### config.mk
export PLATFORM = sky130hd
export DESIGN_NAME = alu_ctrl_seq
export DESIGN_NICKNAME = d
export VERILOG_FILES = /design/src/rtl/alu_ctrl_seq.sv
export SDC_FILE = /design/constraint.sdc
export NUM_CORES = 1
export LEC_CHECK = 0
export ABC_AREA = 1
export CAP_MARGIN = 10
export CELL_PAD_IN_SITES_DETAIL_PLACEMENT = 0
export CELL_PAD_IN_SITES_GLOBAL_PLACEMENT = 2
export CORE_UTILIZATION = 24
export DETAILED_ROUTE_END_ITERATION = 7
export PLACE_DENSITY = 0.71
export SLEW_MARGIN = 10
export SYNTH_ARGS = -nofsm -noshare
export SYNTH_HDL_FRONTEND = slang
export SYNTH_SLANG_ARGS = --single-unit
### constraint.sdc
create_clock -name clk -period 1.18 [get_ports clk]
set_input_delay 0.236 -clock clk [delete_from_list [all_inputs] [get_ports clk]]
set_output_delay 0.236 -clock clk [all_outputs]
set_load 0.1 [all_outputs]
### src/rtl/alu_ctrl_seq.sv
// Registered ALU control decode between ID and EX, with mult/div sequencing.
// Holds off new requests while a multiply/divide is in flight and strobes HI/LO at completion.
module alu_ctrl_seq #(
  parameter int CTR_W   = 4,
  parameter int MUL_LAT = 4,
  parameter int DIV_LAT = 32,
  parameter int CNT_W   = 6
) (
  input  logic             clk,
  input  logic             rst_n,
  input  logic             in_valid,
  output logic             in_ready,
  input  logic [2:0]       alu_op,
  input  logic [5:0]       func,
  input  logic             flush,
  output logic             out_valid,
  output logic [CTR_W-1:0] alu_ctr,
  output logic             r_we,
  output logic             md_start,
  output logic [1:0]       md_op,
  output logic             md_busy,
  output logic             hilo_we,
  output logic             mf_en,
  output logic             mf_sel,
  output logic             illegal
);
  localparam logic [3:0] C_AND = 4'b0000, C_OR  = 4'b0001, C_ADD = 4'b0010,
                         C_XOR = 4'b0011, C_NOR = 4'b0100, C_SLL = 4'b0101,
                         C_SUB = 4'b0110, C_SLT = 4'b0111, C_SRL = 4'b1000,
                         C_SRA = 4'b1001, C_SLTU = 4'b1010;

  // Counter preload is LAT-1: the cycle with cnt==0 is the last busy cycle.
  localparam logic [CNT_W-1:0] MUL_LOAD = CNT_W'(MUL_LAT - 1);
  localparam logic [CNT_W-1:0] DIV_LOAD = CNT_W'(DIV_LAT - 1);

  typedef enum logic {IDLE = 1'b0, MD_WAIT = 1'b1} state_t;

  state_t           state, state_nxt;
  logic [CNT_W-1:0] cnt, cnt_nxt;
  logic             accept;

  logic [3:0] d_ctr;
  logic       d_rwe, d_ill, d_mf, d_mfsel, d_md;
  logic [1:0] d_mdop;

  assign in_ready = (state == IDLE);
  assign md_busy  = (state == MD_WAIT);
  assign hilo_we  = (state == MD_WAIT) && (cnt == '0);
  assign accept   = in_valid & in_ready & ~flush;

  always_comb begin
    d_ctr   = C_ADD;
    d_rwe   = 1'b0;
    d_ill   = 1'b0;
    d_mf    = 1'b0;
    d_mfsel = mf_sel;
    d_md    = 1'b0;
    d_mdop  = md_op;
    if (!alu_op[2]) begin
      unique case (alu_op[1:0])
        2'b00: d_ctr = C_ADD;
        2'b01: d_ctr = C_SUB;
        2'b10: d_ctr = C_OR;
        2'b11: d_ctr = C_SLT;
      endcase
    end else begin
      d_rwe = 1'b1;
      case (func)
        6'b000000:            d_ctr = C_SLL;
        6'b000010:            d_ctr = C_SRL;
        6'b000011:            d_ctr = C_SRA;
        6'b100000, 6'b100001: d_ctr = C_ADD;
        6'b100010, 6'b100011: d_ctr = C_SUB;
        6'b100100:            d_ctr = C_AND;
        6'b100101:            d_ctr = C_OR;
        6'b100110:            d_ctr = C_XOR;
        6'b100111:            d_ctr = C_NOR;
        6'b101010:            d_ctr = C_SLT;
        6'b101011:            d_ctr = C_SLTU;
        6'b010000, 6'b010010: begin
          d_mf    = 1'b1;
          d_mfsel = ~func[1];
        end
        6'b011000, 6'b011001, 6'b011010, 6'b011011: begin
          d_rwe  = 1'b0;
          d_md   = 1'b1;
          d_mdop = func[1:0];
        end
        default: begin
          d_rwe = 1'b0;
          d_ill = 1'b1;
        end
      endcase
    end
  end

  always_comb begin
    state_nxt = state;
    cnt_nxt   = cnt;
    if (flush) begin
      state_nxt = IDLE;
      cnt_nxt   = '0;
    end else begin
      unique case (state)
        IDLE: if (accept && d_md) begin
          state_nxt = MD_WAIT;
          cnt_nxt   = d_mdop[1] ? DIV_LOAD : MUL_LOAD;
        end
        MD_WAIT: if (cnt != '0) cnt_nxt = cnt - 1'b1;
                 else           state_nxt = IDLE;
      endcase
    end
  end

  always_ff @(posedge clk or negedge rst_n) begin
    if (!rst_n) begin
      state <= IDLE;
      cnt   <= '0;
    end else begin
      state <= state_nxt;
      cnt   <= cnt_nxt;
    end
  end

  // Strobes live for one cycle; code fields hold until the next accept.
  always_ff @(posedge clk or negedge rst_n) begin
    if (!rst_n) begin
      out_valid <= 1'b0;
      r_we      <= 1'b0;
      mf_en     <= 1'b0;
      illegal   <= 1'b0;
      md_start  <= 1'b0;
      alu_ctr   <= CTR_W'(C_ADD);
      md_op     <= 2'b00;
      mf_sel    <= 1'b0;
    end else begin
      out_valid <= accept;
      r_we      <= accept & d_rwe;
      mf_en     <= accept & d_mf;
      illegal   <= accept & d_ill;
      md_start  <= accept & d_md;
      if (accept) begin
        alu_ctr <= CTR_W'(d_ctr);
        md_op   <= d_mdop;
        mf_sel  <= d_mfsel;
      end
    end
  end
endmodule

==> flow_summary.json, run 1 <==
{
  "place.gp.congestion": 0.8340,
  "synth_cell_types": 25,
  "relSlewSlack_pct": 82.17,
  "period_needed_ps": 1521,
  "htreeDepth": 1,
  "syn_area_mm2": 0.001152,
  "violations": "design-rule violations, negative setup slack",
  "fin_ws_ps": -341.4,
  "slew_viol_final": 0,
  "critical_path.startpoint_type": "register",
  "synth-seq-area-share_pct": 41.37,
  "drive_gt1_share_pct": 48.31,
  "port_buffers": 27,
  "fin_crit_sh_pct": 128.9,
  "max_cap_violations": 0,
  "final_cell_mix": "buf_4 (37), nand2_1 (32), dfrtp_1 (17)",
  "worstMarginPinSlew_ps": 266.7,
  "nets": 252,
  "syn_avg_cell_area_um2": 7.435,
  "grt_setup_unrepaired": "true",
  "dp.cells": 270,
  "reg2reg_from": "md_busy",
  "grt_max_degree": 15,
  "fp.dieW_um": 71.29,
  "yosys_warnings": 0,
  "synth-seq-cells": 19,
  "synthesis.nets": 170,
  "dr.pass1.iters": 6,
  "die_h_um": 71.29,
  "timing.hold.ws_ps": 305.0,
  "grt.total_usage_pct": 13.59,
  "grt_pass1_wl_um": 5478,
  "final_common_cell": "buf_4",
  "dp_hpwl_um": 2542,
  "cts_tree": "done",
  "cp.arrival_ps": 1290,
  "leakagePower_nw": 1.097,
  "status": "finished with violations",
  "crit_fanout": 2,
  "reg2reg_setup_slack_ps": -340,
  "ios": 28,
  "fin_total_pwr_mw": 1.997,
  "ir_worst_vdd_uv": 600.0,
  "area_delta_synth_final_pct": 97.94,
  "antenna_found_initial": 0,
  "antenna_left": 0,
  "final.setup_skew_ps": 10.06,
  "fin_cells": 288,
  "clk_pin_slew_ps": 80,
  "nFillCells": 430,
  "drc": 1,
  "required_ps": 940,
  "diodes": 0,
  "grt_pass1_vias": 1254,
  "min_path_type": "primary input to async pin",
  "clock-sinks": 19,
  "wl_per_cell_um": 11.30,
  "rows": 24,
  "postCtsHoldBufs": 0,
  "start_util_pct": 25.76,
  "overflow": 0,
  "setup_violations": 23,
  "crit_type": "register to output pin",
  "endpoint_kind": "output pin",
  "vias_per_cell": 4.455,
  "drt_iter0_drc": 26,
  "clock_latency_ps": 250,
  "postSynthCellCount": 155,
  "fmax_mhz": 657.3,
  "cp-startpoint": "cnt[0]",
  "via_count": 1283,
  "wirelength_um": 3255,
  "cts_root_buf": "clkbuf_8",
  "powerDensity_mw_per_mm2": 875.3,
  "die-area_mm2": 0.005082,
  "cts_buffer_depth": 2,
  "core_mm2": 0.004474,
  "cts_buffers": 3,
  "post-route-util_pct": 50.98,
  "finalHoldViolCount": 0
}
-- final cells by class --
class,count,area [um^2],area share [%]
Clock buffer,4,45.04,1.975
Inverter,23,116.4,5.101
Multi-Input combinational cell,111,691.9,30.33
Sequential cell,19,480.5,21.06
Tap cell,52,65.06,2.852
Timing Repair Buffer,79,882.1,38.67
-- worst max-delay path: stages, from the launching register on --
cell and delay [ps]:
dfrtp_1 390, inv_2 80, ha_4 130, nand4_1 140, clkinvlp_4 130, buf_12 170
-- report_power, final --
part / total, mW / switching (mW) / internal [mW]
combinational: 0.801 / 0.462 / 0.339
sequential: 0.743 / 0.0476 / 0.695
clock: 0.452 / 0.213 / 0.240
total: 2.00 / 0.722 / 1.27
-- per-stage QoR --
| step | TNS, ps | instance area, um^2 | setup WS (ps) |
|---|---|---|---|
| after detailed placement | -7969 | 1946 | -525.1 |
| final | -4970 | 2281 | -341.4 |
| after global placement | -7672 | 1946 | -502.9 |
| after global routing | -6199 | 2281 | -412.9 |
| after floorplan | -6335 | 1199 | -504.2 |
| after CTS | -4670 | 2165 | -344.2 |
-- cell usage after synthesis, drive strengths merged --
master	n	share of area (%)
nand3	18	9.3
o21bai	1	0.65
nand3b	1	0.65
ha	2	2.2
o21ai	10	4.3
clkinv	1	0.76
dfstp	1	2.3
a21oi	9	4.9
buf	1	0.98
inv	22	7.2
nor3	1	0.43
nand4	7	3.8
nand2	41	14
clkbuf	1	0.33
a31oi	1	0.54
dfrtp	18	39
nor2	20	8.6
-- path summary, 6_finish.rpt --
path / to / cells past startpoint
max: hilo_we / 5
min: alu_ctr[0] / 2
max reg2reg: cnt[5] / 9
min reg2reg: alu_ctr[1] / 2
max in group asynchronous: md_busy / 2
min in group clk: alu_ctr[1] / 2
-- registers in the layout (all words and copies together) (netlist names) --
register	flops
mf_en	1
mf_sel	1
md_start	1
alu_ctr	4
r_we	1
out_valid	1
illegal	1
md_op	2
cnt	6
md_busy	1
-- logic make-up after synthesis --
family	count (synthesis)	share of synthesized area (%)
fa+ha+maj	2	2.171
compound gates	21	10.42
flops	19	41.37
simple gates	88	36.81
buf+inv	25	9.229
-- routing by layer --
metal | part of all wire, % | GRT usage [%] | up-vias
li1 | - | - | 661
met1 | 44 | 17.05 | 598
met2 | 52 | 24.13 | 22
met3 | 2.7 | 2.110 | 2
met4 | 0.58 | 4.000 | 0
met5 | 0 | 0 | -
-- timing repair --
item | in CTS | in global routing
endpoints found under the hold margin | 0 | 0
buffers inserted | 8 | 9
gates resized for setup | 36 | 23
pin swaps | 5 | 5
endpoints found under the setup margin | 22 | 23
No activity file was read; power rests on OpenSTA's default activity.
==> inputs of run 2 (changes only) <==
--- a/config.mk
+++ b/config.mk
@@ -6,9 +6,11 @@
 export NUM_CORES = 1
 export LEC_CHECK = 0
 export ABC_AREA = 1
+export ABC_CLOCK_PERIOD_IN_PS = 1180
 export CAP_MARGIN = 10
 export CELL_PAD_IN_SITES_DETAIL_PLACEMENT = 0
 export CELL_PAD_IN_SITES_GLOBAL_PLACEMENT = 2
+export CORE_MARGIN = 2
 export CORE_UTILIZATION = 24
 export DETAILED_ROUTE_END_ITERATION = 7
 export PLACE_DENSITY = 0.71
==> flow_summary.json, run 2 (synthesis results as in run 1) <==
{
  "crit_family": "flip-flops",
  "grt.total_usage_pct": 13.68,
  "final_common_cell": "buf_4",
  "required_ps": 940,
  "fp.dieW_um": 73.29,
  "clock_latency_ps": 250,
  "finalHoldViolCount": 0,
  "htreeDepth": 1,
  "grt_pass1_wl_um": 5664,
  "max_cap_violations": 0,
  "tns_ps": -3862,
  "place_ws_ps": -601.2,
  "min_path_type": "primary input to async pin",
  "final_cell_mix": "buf_4 (37), nand2_1 (35), dfrtp_1 (17), buf_12 (17), nand3_1 (15)",
  "powerDensity_mw_per_mm2": 884.8,
  "fmax_mhz": 648.1,
  "critical_path.startpoint_type": "register",
  "crit_slowest_cell": "dfrtp_1",
  "start_util_pct": 24.72,
  "cts_buffers": 3,
  "cts_root_buf": "clkbuf_8",
  "timing.hold.ws_ps": 323.4,
  "port_buffers": 27,
  "design_area_mm2": 0.002247,
  "rows": 25,
  "largest-register": "cnt",
  "cts_tree": "done",
  "via_count": 1294,
  "worstMarginPinSlew_ps": 284.1,
  "antenna_found_initial": 0,
  "grt_max_degree": 20,
  "crit_type": "register to output pin",
  "status": "finished with violations",
  "dpl_cell_area_mm2": 0.001931,
  "dr.pass1.iters": 4,
  "critical_path_buf_inv_count": 3,
  "nFillCells": 445,
  "period_needed_ps": 1543,
  "cts_buffer_depth": 2,
  "fin_crit_sh_pct": 130.8,
  "largest_register_ffs": 6,
  "reg_top3": "cnt x6, alu_ctr x4, md_op x2",
  "drive_gt1_share_pct": 46.12,
  "ios": 28,
  "place.gp.congestion": 0.8671,
  "antenna_left": 0,
  "violations": "negative setup slack",
  "diodes": 0,
  "drc": 0,
  "die-area_mm2": 0.005371,
  "setup_violations": 20,
  "clk_pin_slew_ps": 70,
  "drt_iter0_drc": 67,
  "grt_pass1_vias": 1263,
  "path_cells": "inv_2 -> ha_4 -> nand4_1 -> clkinvlp_4 -> buf_12",
  "slew_viol_final": 0,
  "endpoint_kind": "output pin",
  "crit_fanout": 2,
  "relSlewSlack_pct": 81.00,
  "vias_per_cell": 4.524,
  "fin_total_pwr_mw": 1.988,
  "final.setup_skew_ps": 1.288,
  "nets": 248,
  "clock-sinks": 19,
  "cp.arrival_ps": 1310,
  "area_delta_synth_final_pct": 95.01,
  "critical_path.max_stage_delay_ps": 400,
  "overflow": 0,
  "leakagePower_nw": 1.058,
  "core_mm2": 0.004661,
  "fin_ws_ps": -362.9,
  "die_h_um": 73.29,
  "wirelength_um": 3321,
  "grt_setup_unrepaired": "true",
  "wl_per_cell_um": 11.61,
  "ir_worst_vdd_uv": 477.0,
  "dp_hpwl_um": 2556
}
run 2: cell types whose count changed in the layout (fill, tap and decap cells not counted), sizes merged:
cell,delta
dlygate4sd2,+2
dlymetal6s2s,-2
buf,-4
run 2: cell type report:
cell class	instances	area, um^2	share of cell area [%]
Clock buffer	4	45.04	2.004
Inverter	23	118.9	5.290
Multi-Input combinational cell	111	696.9	31.01
Sequential cell	19	480.5	21.38
Tap cell	54	67.56	3.007
Timing Repair Buffer	75	838.3	37.31
run 2: per-layer routing:
metal	wire (um)	vias up	GRT usage, %
met4	17	0	3.030
li1	-	659	-
met5	0	-	0
met2	1627	21	23.32
met3	120	2	3.155
met1	1555	612	17.68
run 2: per-stage QoR:
| stage | cells | utilization [%] |
|---|---|---|
| 2_1_floorplan | 155 | - |
| 3_3_place_gp | 268 | 41.42 |
| 3_5_place_dp | 268 | 41.42 |
| 4_1_cts | 281 | 46.17 |
| 5_1_grt | 286 | 48.21 |
| 6_report | 286 | 48.21 |
run 2: what timing repair did:
item / in CTS / in global routing
hold buffers: 0 / 0
setup buffers: 10 / 8
gates resized for setup: 41 / 15
endpoints found under the hold margin: 0 / 0
pin swaps: 14 / 10
endpoints found under the setup margin: 21 / 22
run 2: power by group:
group          leakage, nW  internal, mW  switching [mW]
logic                0.784         0.325           0.461
registers            0.251         0.695          0.0444
clock network       0.0228         0.240           0.223
run 2: path summary, 6_finish.rpt:
check / start / to / slack, ps / cells past startpoint
min in group clk: alu_ctr[1] / alu_ctr[1] / 520 / 2
worst min-delay path: rst_n / md_start / 320 / 2
worst min register to register: alu_ctr[1] / alu_ctr[1] / 520 / 2
worst max register to register: md_busy / cnt[5] / -280 / 8
worst max-delay path: cnt[0] / hilo_we / -360 / 5
max in group asynchronous: rst_n / alu_ctr[1] / 640 / 2
